$ cat config.mk
export PLATFORM = sky130hd
export DESIGN_NAME = gpfc_pause_generator_flat
export DESIGN_NICKNAME = d
export VERILOG_FILES = /design/src/rtl/gpfc_pause_generator_if.sv /design/src/rtl/gpfc_pause_generator.sv /design/src/flat_wrapper.sv
export SDC_FILE = /design/constraint.sdc
export NUM_CORES = 1
export LEC_CHECK = 0
export ABC_AREA = 1
export CORE_MARGIN = 5
export CORE_UTILIZATION = 51
export CTS_BUF_LIST = sky130_fd_sc_hd__clkbuf_4 sky130_fd_sc_hd__clkbuf_8
export CTS_CLUSTER_DIAMETER = 200
export DETAILED_ROUTE_END_ITERATION = 8
export GPL_TIMING_DRIVEN = 0
export PLACE_DENSITY = 0.85
export SYNTH_ARGS = -nofsm -noshare
export SYNTH_HDL_FRONTEND = slang
export SYNTH_SLANG_ARGS = --single-unit
$ cat constraint.sdc
create_clock -name clk -period 1.8 [get_ports clk]
set_input_delay 0.18 -clock clk [delete_from_list [all_inputs] [get_ports clk]]
set_output_delay 0.18 -clock clk [all_outputs]
set_load 0.05 [all_outputs]
$ cat src/rtl/gpfc_pause_generator_if.sv
// Pause-frame input and GPFC pause output bundle between the frame parser,
// the pause generator and the bypass checker.
interface gpfc_pause_generator_if #(
  parameter int PIFO_RANK_WIDTH = 19,
  parameter int PIFO_ROOT_WIDTH = 32,
  parameter int QUANTA_WIDTH    = 16
);
  logic                       s_axis_pause_valid;
  logic [PIFO_RANK_WIDTH-1:0] s_axis_pause_rank;
  logic [QUANTA_WIDTH-1:0]    s_axis_pause_quanta;
  logic                       m_axis_gpfc_valid;
  logic [PIFO_ROOT_WIDTH-1:0] m_axis_gpfc_pause_rank;

  // Generator view: consumes pause frames, sources the GPFC pause.
  modport slave (
    input  s_axis_pause_valid, s_axis_pause_rank, s_axis_pause_quanta,
    output m_axis_gpfc_valid, m_axis_gpfc_pause_rank
  );

  // Environment view: sources pause frames, observes the GPFC pause.
  modport master (
    output s_axis_pause_valid, s_axis_pause_rank, s_axis_pause_quanta,
    input  m_axis_gpfc_valid, m_axis_gpfc_pause_rank
  );
endinterface

$ cat src/rtl/gpfc_pause_generator.sv
// Holds the GPFC pause for quanta*QUANTA_CYCLES clocks after each pause frame;
// the latest frame wins, a zero-quanta frame resumes traffic at once.
module gpfc_pause_generator #(
  parameter int PIFO_RANK_WIDTH = 19,
  parameter int PIFO_ROOT_WIDTH = 32,
  parameter int QUANTA_WIDTH    = 16,
  parameter int QUANTA_CYCLES   = 64,
  parameter int EVENT_CNT_WIDTH = 16
) (
  input  logic                       clk,
  input  logic                       rstn,
  input  logic                       cfg_enable,
  gpfc_pause_generator_if.slave      bus,
  output logic                       m_pause_active,
  output logic [EVENT_CNT_WIDTH-1:0] m_pause_event_cnt
);

  localparam int PRESC_W = (QUANTA_CYCLES > 1) ? $clog2(QUANTA_CYCLES) : 1;
  localparam logic [PRESC_W-1:0] PRESC_LAST = PRESC_W'(QUANTA_CYCLES - 1);

  typedef enum logic {IDLE, PAUSED} state_t;

  state_t                     state_reg, state_next;
  logic [QUANTA_WIDTH-1:0]    timer_reg, timer_next;
  logic [PRESC_W-1:0]         presc_reg, presc_next;
  logic [PIFO_RANK_WIDTH-1:0] rank_reg, rank_next;
  logic [EVENT_CNT_WIDTH-1:0] cnt_reg, cnt_next;

  always_ff @(posedge clk or negedge rstn) begin
    if (!rstn) begin
      state_reg <= IDLE;
      timer_reg <= '0;
      presc_reg <= '0;
      rank_reg  <= '0;
      cnt_reg   <= '0;
    end else begin
      state_reg <= state_next;
      timer_reg <= timer_next;
      presc_reg <= presc_next;
      rank_reg  <= rank_next;
      cnt_reg   <= cnt_next;
    end
  end

  always_comb begin
    state_next = state_reg;
    timer_next = timer_reg;
    presc_next = presc_reg;
    rank_next  = rank_reg;
    cnt_next   = cnt_reg;
    if (!cfg_enable) begin
      // Disabling abandons any pause in force; re-enabling must not resume it.
      state_next = IDLE;
      timer_next = '0;
      presc_next = '0;
    end else if (bus.s_axis_pause_valid && (bus.s_axis_pause_quanta != '0)) begin
      state_next = PAUSED;
      rank_next  = bus.s_axis_pause_rank;
      timer_next = bus.s_axis_pause_quanta;
      presc_next = '0;
      cnt_next   = (cnt_reg == '1) ? cnt_reg : cnt_reg + 1'b1;
    end else if (bus.s_axis_pause_valid) begin
      state_next = IDLE;
    end else if (state_reg == PAUSED) begin
      if (presc_reg == PRESC_LAST) begin
        presc_next = '0;
        timer_next = timer_reg - 1'b1;
        if (timer_reg == QUANTA_WIDTH'(1)) state_next = IDLE;
      end else begin
        presc_next = presc_reg + 1'b1;
      end
    end
  end

  assign bus.m_axis_gpfc_valid      = (state_reg == PAUSED);
  assign bus.m_axis_gpfc_pause_rank = {{(PIFO_ROOT_WIDTH - PIFO_RANK_WIDTH){1'b0}}, rank_reg};
  assign m_pause_active             = (state_reg == PAUSED);
  assign m_pause_event_cnt          = cnt_reg;

endmodule

$ cat src/flat_wrapper.sv
// flat-port wrapper written by rule: the top's interface ports become plain ports
module gpfc_pause_generator_flat 
#(
  parameter int PIFO_RANK_WIDTH = 19,
  parameter int PIFO_ROOT_WIDTH = 32,
  parameter int QUANTA_WIDTH    = 16,
  parameter int QUANTA_CYCLES   = 64,
  parameter int EVENT_CNT_WIDTH = 16
)
  (clk, rstn, cfg_enable, m_pause_active, m_pause_event_cnt, bus_s_axis_pause_valid, bus_s_axis_pause_rank, bus_s_axis_pause_quanta, bus_m_axis_gpfc_valid, bus_m_axis_gpfc_pause_rank);
  gpfc_pause_generator_if #(.PIFO_RANK_WIDTH(PIFO_RANK_WIDTH), .PIFO_ROOT_WIDTH(PIFO_ROOT_WIDTH), .QUANTA_WIDTH(QUANTA_WIDTH)) bus_i ();
  input  logic clk;
  input  logic rstn;
  input  logic cfg_enable;
  output logic m_pause_active;
  output logic [EVENT_CNT_WIDTH-1:0] m_pause_event_cnt;
  input wire logic [$bits(bus_i.s_axis_pause_valid)-1:0] bus_s_axis_pause_valid;
  input wire logic [$bits(bus_i.s_axis_pause_rank)-1:0] bus_s_axis_pause_rank;
  input wire logic [$bits(bus_i.s_axis_pause_quanta)-1:0] bus_s_axis_pause_quanta;
  output wire logic [$bits(bus_i.m_axis_gpfc_valid)-1:0] bus_m_axis_gpfc_valid;
  output wire logic [$bits(bus_i.m_axis_gpfc_pause_rank)-1:0] bus_m_axis_gpfc_pause_rank;
  assign bus_i.s_axis_pause_valid = bus_s_axis_pause_valid;
  assign bus_i.s_axis_pause_rank = bus_s_axis_pause_rank;
  assign bus_i.s_axis_pause_quanta = bus_s_axis_pause_quanta;
  assign bus_m_axis_gpfc_valid = bus_i.m_axis_gpfc_valid;
  assign bus_m_axis_gpfc_pause_rank = bus_i.m_axis_gpfc_pause_rank;
  gpfc_pause_generator #(.PIFO_RANK_WIDTH(PIFO_RANK_WIDTH), .PIFO_ROOT_WIDTH(PIFO_ROOT_WIDTH), .QUANTA_WIDTH(QUANTA_WIDTH), .QUANTA_CYCLES(QUANTA_CYCLES), .EVENT_CNT_WIDTH(EVENT_CNT_WIDTH)) u_core (.clk(clk), .rstn(rstn), .cfg_enable(cfg_enable), .bus(bus_i), .m_pause_active(m_pause_active), .m_pause_event_cnt(m_pause_event_cnt));
endmodule
# Word level (Yosys, flattened, before mapping)
# Index checks and enable logic that the tools add are counted.
# classes
addsub	3
multipliers	0
div_mod_pow	0
magnitude_cmp	0
eq_ne	6
n_shift	0
n_mux	16
bitwise	1
reduce_logical	6
# ops
cell	n
two-way mux 16 bit	5
two-way mux 6 bit	5
adder 16 x 1 -> 16 bit, second input constant	1
== test 16 x 1 -> 1 bit, second input constant	1
== test 16 bit, second input constant	1
nonzero test 16 bit	1
subtractor 16 x 1 -> 16 bit, second input constant	1
adder 6 x 1 -> 6 bit, second input constant	1
== test 6 bit, second input constant	1
two-way mux 1 bit	6
inequality test 3 x 1 -> 1 bit, second input constant	2
AND reduction 3 bit	2
AND reduction 2 bit	2
inequality test 3 x 2 -> 1 bit, second input constant	1
logical AND 1 bit	1
inverter 1 bit	1
# totals
regBits	58
latch_bits	0
ramBits	0
romBits	0
out_inout_bits	50
elab_cells	37
mem_count	0

# Logic depth before layout (Yosys ltp)
# depth
word_depth	7
depth_mapped	11
depth_no_buf	11

# Worst setup path before layout
# OpenSTA, ideal clock, no wires.
# synth_timing
path_type	register -> register
startpoint	reg u_core.cnt_reg[0], in the netlist u_core.m_pause_event_cnt[0]
endpoint	reg u_core.cnt_reg[9], in the netlist u_core.m_pause_event_cnt[9]
setup_time_ns	0.118
arrival_ns	1.760
path_slack_ns	-0.078
path_stages_with_launch	12
path_buffers	1
period_less_slack_ns	1.878
cell_sequence	dfrtp_1 -> ha_1 -> nand3_1 -> inv_1 -> nand2_1 -> nor2_1 -> nor2_1 -> nand2_2 -> inv_1 -> buf_2 -> nand2_1 -> nand2_1
# synth_via
elab_chain_len	3
elab_cells_between_ends	4
# synth_lines
element	line_no	source
from (decl)	gpfc_pause_generator.sv:27	logic [EVENT_CNT_WIDTH-1:0] cnt_reg, cnt_next;
from (signal assigned)	gpfc_pause_generator.sv:41	cnt_reg <= cnt_next;
parallel branches: the longest is 3 deep, another holds adder 16 x 1 -> 16 bit	-	
# Several ways; the timed one is not identified.
# A chain may end at the register's enable or synchronous reset.

# Worst setup path after layout
# layout_timing
startpoint	reg u_core.cnt_reg[15], in the netlist u_core.m_pause_event_cnt[15]
endpoint	out m_pause_event_cnt[15]
# layout_lines
element	line_no	source
to (decl)	flat_wrapper.sv:16	output logic [EVENT_CNT_WIDTH-1:0] m_pause_event_cnt;
# No word-level cell between the ends.

==> results by group <==
Pwr
  – Maximum vdd drop: 0.7871 mV
  – Seq pwr share: 0.387
  – Clock power frac: 0.254
  – Leakage power: 2.510 nW
  – Switching share of power: 0.3971
  – Comb pwr share: 0.360
  – Int Power: between 2 and 3 mW
  – Switching pwr: around 1.7 mW
  – Power per cell area: ~900 nW/µm²

Layout
  – Filler Cell Count: between 500 and 600
  – Register area: 1454 µm²
  – Share of cells above drive strength 1: 0.1060
  – Max reg flops: 19
  – P&R area growth vs syn: 32.42%
  – Most common cell after layout, fill and taps aside: nand2_1
  – Ant diodes: 0
  – Multi-input logic area: 1826 µm²
  – Highest-count cells in the layout ignoring fill and taps: nand2_1 (229), clkdlybuf4s50_1 (63), dfrtp_1 (56)
  – Layout net count: between 600 and 700
  – Final Cell Area: 4707 µm²

Floorplanning
  – Initial core utilization: 0.5232
  – Die area: 8739 µm²
  – Row count: 30
  – Width of the die: around 93 µm
  – Die Ht: slightly above 90 µm
  – Floorplan core area: approximately 6800 µm²
  – I/O pins: 89

Timing
  – Final Setup Violations: 0
  – Worst-Margin Slew: between 0.7 and 0.8 ns
  – Worst Clk Skew: 0.009226 ns
  – Slew Limit Headroom: 0.4728
  – Endpoints failing hold: 0
  – Max-slew violations: 0
  – Final worst path period need: between 1.5 and 2 ns
  – Final TNS setup: 0 ns
  – Fmax: 569.8 MHz
  – Fin crit share: 0.9750
  – Unrepaired setup endpoints after global routing: false
  – Final hold slack: 0.3761 ns

Yosys
  – Sequential area share after synthesis: 0.4083
  – Post-synthesis cell area: 3555 µm²
  – Post-synth cell types: 29
  – Mapped Cells: 498
  – Mean Syn Cell Area: 7.138 µm²
  – Yosys warns: 0
  – Number of synthesized register bits: 58

Critical path
  – Crit path kind: flop to output pin
  – CP arrival: around 1.6 ns
  – Required @ worst endpoint: 1.62 ns
  – CP peak stage delay: 0.83 ns
  – Startpoint Class: flop
  – Critical-path cell list: clkdlybuf4s50_1
  – Cell family with most CP delay: buffers and inverters
  – R2R Setup Slk: ~0.15 ns
  – Critical path capture point type: output pin
  – WP buf/inv: 1
  – CP max stage cell: clkdlybuf4s50_1
  – Crit Path Max Fanout: 4

Run status
  – Status: complete, no violations

Clocking
  – Clock-pin slew on the worst setup and hold paths: 0.07 ns
  – CTS buffer count: 9
  – CTS tree: built
  – # clock sinks: 58
  – # H-tree levels: 3
  – Max clock buf depth: 2
  – Clock root buffer: clkbuf_8
  – Clock latency on the worst-skew pair: 0.34 ns

Min path
  – HP Class: input pin to flop

Detailed routing
  – Via count: between 3000 and 4000
  – Vias per inst: around 4.9
  – DRC errors left: 0
  – DRT Pass-1 Iters: 4
  – DRT antenna net count: 0
  – Final WL: 8.919 mm
  – DRT iter0 DRCs: between 200 and 250
  – Avg WL per Cell: 12.74 µm

GRT
  – Global-route wire length before repair: 14.98 mm
  – Total track usage: 0.2141
  – Antenna violations before repair: 0
  – Number of global-route vias before repair: 3366
  – Largest net degree at the start of global routing: 33
  – GR peak layer: met2
  – Grt met3 use: 0.04425
  – Global Route met2 Usage: 0.3556
  – Met1 usage: 0.2672
  – Remaining Overflow, GRT: 0

Placement
  – PortBufs: 75
  – Post-DP Area: 4488 µm²
  – Routability cong.: 0.9258
  – HPWL after DPL: 6.747 mm

Run
  – Max cap viols: 0
[logic make-up (layout without fill, tap and decap cells)]
| family | Yosys count | after routing | synth area share |
|---|---|---|---|
| simple gates | 326 | 326 | 0.3724 |
| buf+inv | 61 | 155 | 0.09504 |
| flops | 58 | 58 | 0.4083 |
| compound gates | 26 | 26 | 0.05491 |
| xor+xnor | 22 | 22 | 0.05420 |
| fa+ha+maj | 4 | 4 | 0.01408 |
| other cells | 1 | 13 | 0.001055 |
[power by group through the flow]
stage	logic [mW]	registers (mW)	clock network (mW)
6_report	1.52	1.64	1.07
5_1_grt	1.65	1.67	1.17
4_1_cts	1.51	1.64	1.10
3_5_place_dp	1.51	1.66	0
3_3_place_gp	1.49	1.65	0
2_1_floorplan	0.625	2.03	0
[cell type report]
type	count	area share
clock buffers	11	0.03083
plain buffers	30	0.04758
well taps	96	0.02552
multi-input cells	391	0.3878
repair buffers	78	0.1683
inverters	31	0.02472
flip-flops and latches	58	0.3089
clock inverters	5	0.006380
[metal layers]
layer / part of all wire / vias up
met1: 0.43 / 1533
met2: 0.48 / 118
li1: - / 1733
met3: 0.071 / 20
met4: 0.024 / 0
met5: 0 / -
[worst paths after layout]
check | startpoint | endpoint | depth (start not counted)
min in group asynchronous | rstn | u_core.timer_reg[4]$_DFFE_PN0P_ | 2
max reg2reg | u_core.m_pause_event_cnt[0]$_DFFE_PN0P_ | u_core.m_pause_event_cnt[15]$_DFFE_PN0P_ | 11
min | bus_s_axis_pause_rank[11] | u_core.rank_reg[11]$_DFFE_PN0P_ | 3
max | u_core.m_pause_event_cnt[15]$_DFFE_PN0P_ | m_pause_event_cnt[15] | 1
max in group asynchronous | rstn | u_core.rank_reg[13]$_DFFE_PN0P_ | 3
min reg2reg | u_core.rank_reg[18]$_DFFE_PN0P_ | u_core.rank_reg[18]$_DFFE_PN0P_ | 2
[through the flow]
step | std cells | utilization | total power [mW] | setup slack (ns)
after CTS | 699 | 0.6869 | 4.249 | 0.004424
final | 700 | 0.6928 | 4.238 | 0.04504
after global routing | 700 | 0.6928 | 4.484 | 0.002450
after detailed placement | 682 | 0.6606 | 3.172 | -0.1425
after global placement | 681 | 0.6584 | 3.133 | -1.538
after floorplan | 510 | - | 2.658 | 0.05945
[synthesized netlist by cell type]
cell type,n,area share
inv_2,1,0.0011
o21ai_1,1,0.0014
a21oi_1,2,0.0028
or2_2,1,0.0018
o211ai_1,15,0.032
a21oi_4,1,0.0046
nor2_2,3,0.0053
buf_6,3,0.0095
nand2_1,230,0.24
nor3_1,4,0.0056
conb_1,1,0.0011
buf_2,8,0.011
inv_1,30,0.032
nand2_2,3,0.0053
xor2_1,12,0.030
nand3_1,29,0.041
nor2_1,48,0.051
nand3b_1,2,0.0042
buf_4,16,0.034
clkbuf_1,2,0.0021
nor3_2,1,0.0028
nand4_4,1,0.0060
o211ai_4,1,0.0060
xnor2_1,10,0.025
o21ai_0,6,0.0084
buf_12,1,0.0056
ha_1,4,0.014
nand4_1,4,0.0070
dfrtp_1,58,0.41
[what timing repair did]
item                       in CTS  in global routing
gates resized for setup         5                 12
setup buffers                   0                  1
pin swaps                       0                  1
hold buffers                    1                  0
setup endpoints to repair       5                 20
hold endpoints to repair       31                  0
No activity file was read; power rests on OpenSTA's default activity.
